===== config.mk =====
export PLATFORM = sky130hd
export DESIGN_NAME = simon_button_conditioner
export DESIGN_NICKNAME = d
export VERILOG_FILES = /design/src/rtl/simon_button_conditioner.sv
export SDC_FILE = /design/constraint.sdc
export NUM_CORES = 1
export LEC_CHECK = 0
export ABC_AREA = 1
export BUFFER_PORTS_ARGS = -buffer_cell sky130_fd_sc_hd__buf_2
export CORE_AREA = 2 2 125 127
export DETAILED_ROUTE_END_ITERATION = 8
export DIE_AREA = 0 0 127 129
export SETUP_SLACK_MARGIN = 0.15
export SYNTH_ARGS = -nofsm -noshare
export SYNTH_HDL_FRONTEND = slang
export SYNTH_SLANG_ARGS = --single-unit

===== constraint.sdc =====
create_clock -name clk -period 7.49 [get_ports clk]
set_clock_uncertainty 0.2 [all_clocks]
set_input_delay 0.749 -clock clk [delete_from_list [all_inputs] [get_ports clk]]
set_output_delay 0.749 -clock clk [all_outputs]
set_load 0.005 [all_outputs]

===== src/rtl/simon_button_conditioner.sv =====
// Button front end for simon_game: synchronize, debounce in ms, queue presses.
// Presses are handed out lowest index first over a valid/ready handshake.
module simon_button_conditioner #(
  parameter int DEBOUNCE_MS = 10,
  parameter int NUM_BTN     = 4
) (
  input  logic               clk,
  input  logic               rst,
  input  logic [15:0]        ticks_per_ms,
  input  logic [NUM_BTN-1:0] btn_raw,
  input  logic               flush,
  output logic [NUM_BTN-1:0] btn_level,
  output logic               press_valid,
  output logic [1:0]         press_idx,
  input  logic               press_ready,
  output logic               overrun
);

  localparam logic [7:0] DEB_LIM = 8'(DEBOUNCE_MS);

  logic [NUM_BTN-1:0] sync1_q;
  logic [NUM_BTN-1:0] sync2_q;

  logic [15:0] pre_q;
  logic [15:0] pre_d;
  logic [15:0] tpm_m1;
  logic        ms_tick;

  logic [7:0]         cnt_q [NUM_BTN];
  logic [7:0]         cnt_d [NUM_BTN];
  logic [NUM_BTN-1:0] level_q;
  logic [NUM_BTN-1:0] level_d;

  logic [NUM_BTN-1:0] pend_q;
  logic [NUM_BTN-1:0] pend_d;
  logic               ovr_q;
  logic               ovr_d;

  logic [NUM_BTN-1:0] rise;
  logic [NUM_BTN-1:0] acc;
  logic [1:0]         idx;

  // ticks_per_ms of 0 behaves as 1, so the terminal count is 0
  always_comb begin
    tpm_m1 = 16'd0;
    if (ticks_per_ms != 16'd0) begin
      tpm_m1 = ticks_per_ms - 16'd1;
    end
    ms_tick = (pre_q >= tpm_m1);
    pre_d   = ms_tick ? 16'd0 : pre_q + 16'd1;
  end

  always_comb begin
    for (int i = 0; i < NUM_BTN; i++) begin
      cnt_d[i]   = cnt_q[i];
      level_d[i] = level_q[i];
      if (sync2_q[i] == level_q[i]) begin
        cnt_d[i] = 8'd0;
      end else if (ms_tick) begin
        if (cnt_q[i] + 8'd1 == DEB_LIM) begin
          level_d[i] = sync2_q[i];
          cnt_d[i]   = 8'd0;
        end else begin
          cnt_d[i] = cnt_q[i] + 8'd1;
        end
      end
    end
  end

  always_comb begin
    idx = 2'd0;
    priority case (1'b1)
      pend_q[0]: idx = 2'd0;
      pend_q[1]: idx = 2'd1;
      pend_q[2]: idx = 2'd2;
      pend_q[3]: idx = 2'd3;
      default:   idx = 2'd0;
    endcase
  end

  // an accept and a same-button rise leave the bit set without overrun
  always_comb begin
    rise   = level_d & ~level_q;
    acc    = '0;
    pend_d = pend_q;
    ovr_d  = ovr_q;
    if (|pend_q && press_ready) begin
      acc[idx] = 1'b1;
    end
    for (int i = 0; i < NUM_BTN; i++) begin
      pend_d[i] = (pend_q[i] & ~acc[i]) | rise[i];
      if (rise[i] && pend_q[i] && !acc[i]) begin
        ovr_d = 1'b1;
      end
    end
    if (flush) begin
      pend_d = '0;
    end
  end

  always_ff @(posedge clk) begin
    if (rst) begin
      sync1_q <= '0;
      sync2_q <= '0;
      pre_q   <= 16'd0;
      level_q <= '0;
      pend_q  <= '0;
      ovr_q   <= 1'b0;
      for (int i = 0; i < NUM_BTN; i++) begin
        cnt_q[i] <= 8'd0;
      end
    end else begin
      sync1_q <= btn_raw;
      sync2_q <= sync1_q;
      pre_q   <= pre_d;
      level_q <= level_d;
      pend_q  <= pend_d;
      ovr_q   <= ovr_d;
      for (int i = 0; i < NUM_BTN; i++) begin
        cnt_q[i] <= cnt_d[i];
      end
    end
  end

  assign btn_level   = level_q;
  assign press_valid = |pend_q;
  assign press_idx   = idx;
  assign overrun     = ovr_q;

endmodule

==> run_results.csv <==
group,metric,value,unit
global_route,overflow,0,
routing,vias_per_cell,4.380,
global_route,grt_pass1_vias,3213,
clocking,clock_latency,0.32,ns
setup_path,arrival,4.11,ns
timing,grt_setup_unrepaired,"no",
setup_path,worst_ep_required_time,7.55,ns
clocking,cts_tree,"yes",
timing,setup_viol,0,
pwr,power_frac_clock,53.3,%
timing,hold_viol_final,0,
synthesis,synth-xor-area-share,5.520,%
synthesis,async_flop_share,0,%
routing,drc,0,
synthesis,synth_area_leaders,"dfxtp_1, nand2_1, ha_1, inv_1, nor2_1",
synthesis,synth-adder-area-share,8.189,%
placement,place.port_buffers,31,
pwr,p_per_area,177.3,nW/um^2
global_route,grtUsageTotal,10.57,%
floorplan,start_util,27.54,%
setup_path,cp-end-kind,"flop",
pwr,net-switching-power,0.0001725,W
routing,avgRoutedWirePerCell,9.995,microns
routing,drtPass1Iterations,6,
setup_path,cpMostUsedCell,"nand2_1",
timing,worst_slew_pin_slew,0.8988,ns
synthesis,ys.flop_type,"dfxtp_1",
routing,ant_nets,0,
clocking,cts_resized,0,
run,cap_violations,0,
setup_path,max_stage_delay,0.66,ns
synthesis,synth_top_area_share,31.54,%
synthesis,yosysWarnings,0,
timing,max_freq,247.3,MHz
setup_path,criticalPathCategory,"in2reg",
timing,final.setup.tns,0,ns
hold_path,min_path_type,"reg2reg",
clocking,clk_pin_slew,0.05,ns
status,status,"finished clean",
setup_path,critPathMaxFanout,53,
global_route,grt_start_max_net_pins,54,
cells_and_area,num_antenna_cells,0,
setup_path,slowest_stage,"nand2_2",
clocking,cts_buffers,9,
timing,slew_violations,0,
global_route,antenna_found_initial,0,
global_route,grt_pass1_wl,14230,microns
synthesis,syn-cell-area,4125,sq um
pwr,power_frac_seq,41.5,%
routing,vias,3592,
clocking,cts-root-buf,"clkbuf_16",
cells_and_area,syn2layout_area_growth,16.14,%
synthesis,syn_avg_cell_area,6.933,sq um
synthesis,yosysSeqAreaShare,31.54,%
cells_and_area,layout-drive-gt1-share,13.61,%
floorplan,die_x,127,microns
pwr,swShare,20.30,%
timing,fin_crit,4.044,ns
setup_path,start_kind,"input port",
placement,dp.cells,804,
routing,drt_iter0_markers,199,
pwr,p_leak,2.113,nW
floorplan,rows,45,
placement,dp_hpwl,6238,microns
clocking,hold_buffers,0,
timing,period_share,54.00,%
synthesis,synth.distinct_cells,39,
pwr,vdd_drop_max,0.00007571,V
synthesis,synth-simple-area-share,33.27,%
synthesis,synth_top_family_by_area,"simple AND/OR/NAND/NOR gates",
synthesis,yosys-mux-area-fraction,0,%
pwr,p_comb_share,5.2,%
routing,postRouteWirelength,8196,microns
floorplan,die_area,16380,sq um
clocking,clock_path_buffers,2,
pwr,p_int,0.0006769,W
floorplan,ios,32,
timing,relSlewSlack,39.87,%
floorplan,die_h,129,microns
cells_and_area,stdcell_count,820,
synthesis,yosysTopAreaCell,"dfxtp_1",
synthesis,synth-compound-area-share,11.56,%
clocking,clock_sinks,65,
clocking,cts_setup_buffers,0,
floorplan,coreArea,14980,sq um
synthesis,ys_seq_elements,65,
synthesis,synth-edff-count,0,
setup_path,crit_path_cell_trace,"buf_2 > nor2_2 > nand2_2 > nor3_4 > nand2_2 > nor3_4 > nor3b_4 > nand3_2 > xor2_1 > nand2_1 > ha_1 > nand2_1 > nor3_2 > nand2_1 > nand2_2 > nand2_1 > inv_2 > nand4_1 > nand2_1 > nor2_1 > nor2_1",
placement,gp_congestion,0.7866,
clocking,cts.htree.levels,3,
cells_and_area,layout.nets,678,
synthesis,synth_nets,646,
synthesis,synth_cells,595,
cells_and_area,fill_cells,1624,
## logic make-up (layout without fill, tap and decap cells)
| family | after synthesis | after routing |
|---|---|---|
| adders and majority gates | 27 | 27 |
| buffers and inverters | 106 | 143 |
| AOI/OAI and AO/OA | 84 | 84 |
| xor gates and xnor gates | 26 | 26 |
| and+or+nand+nor | 287 | 287 |
| DFF | 65 | 65 |
## worst paths after layout
check	start	endpoint	slack (ns)	depth (start not counted)
setup / recovery	ticks_per_ms[1]	overrun	3.45	21
hold / removal	sync1_q[3]	sync2_q[3]	0.20	2
setup reg to reg	pre_q[7]	overrun	4.69	13
hold reg to reg	sync1_q[3]	sync2_q[3]	0.20	2
## Yosys cell counts (2+ instances only)
cell	n
a211oi_1	7
a21oi_1	31
a31oi_1	7
buf_2	6
clkbuf_1	2
dfxtp_1	65
ha_1	27
inv_1	90
inv_2	6
nand2_1	102
nand2_2	4
nand3_1	34
nand3_2	8
nand3b_1	3
nand4_1	15
nor2_1	90
nor2_2	8
nor2_4	2
nor3_1	5
nor3_2	4
nor3_4	2
nor3b_1	2
o21ai_0	28
o21ai_1	3
o21bai_1	3
or2_2	4
xnor2_1	9
xor2_1	17
## cells in the final DEF (no fill, tap or decap), types with 5 or more instances in the layout
| cell type | count |
|---|---|
| nor2_2 | 8 |
| a21oi_1 | 31 |
| nand2_1 | 102 |
| nor3_1 | 5 |
| nand4_1 | 15 |
| nand3_1 | 34 |
| o21ai_0 | 28 |
| clkbuf_16 | 9 |
| buf_2 | 31 |
| xor2_1 | 17 |
| xnor2_1 | 9 |
| ha_1 | 27 |
| nand3_2 | 8 |
| nor2_1 | 90 |
| a211oi_1 | 7 |
| a31oi_1 | 7 |
| inv_2 | 6 |
| dfxtp_1 | 65 |
| inv_1 | 90 |
## area by class of cell
cell class / count / area [sq um] / area share (%)
well taps: 188 / 235.2 / 4.910
clock buffers: 14 / 264.0 / 5.511
inverters: 96 / 360.3 / 7.522
flip-flops and latches: 65 / 1301 / 27.16
clock inverters: 2 / 60.06 / 1.254
repair buffers: 31 / 155.1 / 3.238
multi-input cells: 424 / 2415 / 50.40
## power by group through the flow
stage,registers (W),clock network (W),logic [W]
finish,0.000353,0.000453,0.0000439
global route,0.000353,0.000480,0.0000518
CTS,0.000352,0.000464,0.0000450
detailed placement,0.000360,0,0.0000447
global placement,0.000360,0,0.0000444
floorplan,0.000359,0,0.0000288
## through the flow
stage          hold WS [ns]  setup slack [ns]   power, W  area [sq um]  utilization (%)
2_1_floorplan        0.1883             4.098  0.0003879          4125                -
3_3_place_gp         0.1952             3.140  0.0004043          4467            29.82
3_5_place_dp         0.1979             3.067  0.0004046          4467            29.82
4_1_cts              0.2055             3.392  0.0008614          4791            31.99
5_1_grt              0.2449             3.011  0.0008846          4791            31.99
6_report             0.2025             3.446  0.0008494          4791            31.99
## worst max-delay path: cells and delay by family
family                   cells  cell delay (ns)
XOR/XNOR                     1             0.14
AND/OR/NAND/NOR             17             2.68
buffers and inverters        2             0.21
adder cells (fa/ha/maj)      1             0.30
## registers in the layout (all words and copies together), names as in the netlist
register and cells:
cnt_q 32, pre_q 16, btn_level 4, pend_q 4, sync1_q 4, sync2_q 4, overrun 1
## metal layers
| layer | vias up | share of wire, % | track usage (%) |
|---|---|---|---|
| li1 | 1986 | - | - |
| met1 | 1556 | 52 | 14.15 |
| met2 | 41 | 43 | 16.82 |
| met3 | 9 | 3.0 | 2.412 |
| met4 | 0 | 1.4 | 3.685 |
| met5 | - | 0 | 0 |
Note: power is estimated with default switching activity, not from simulation.
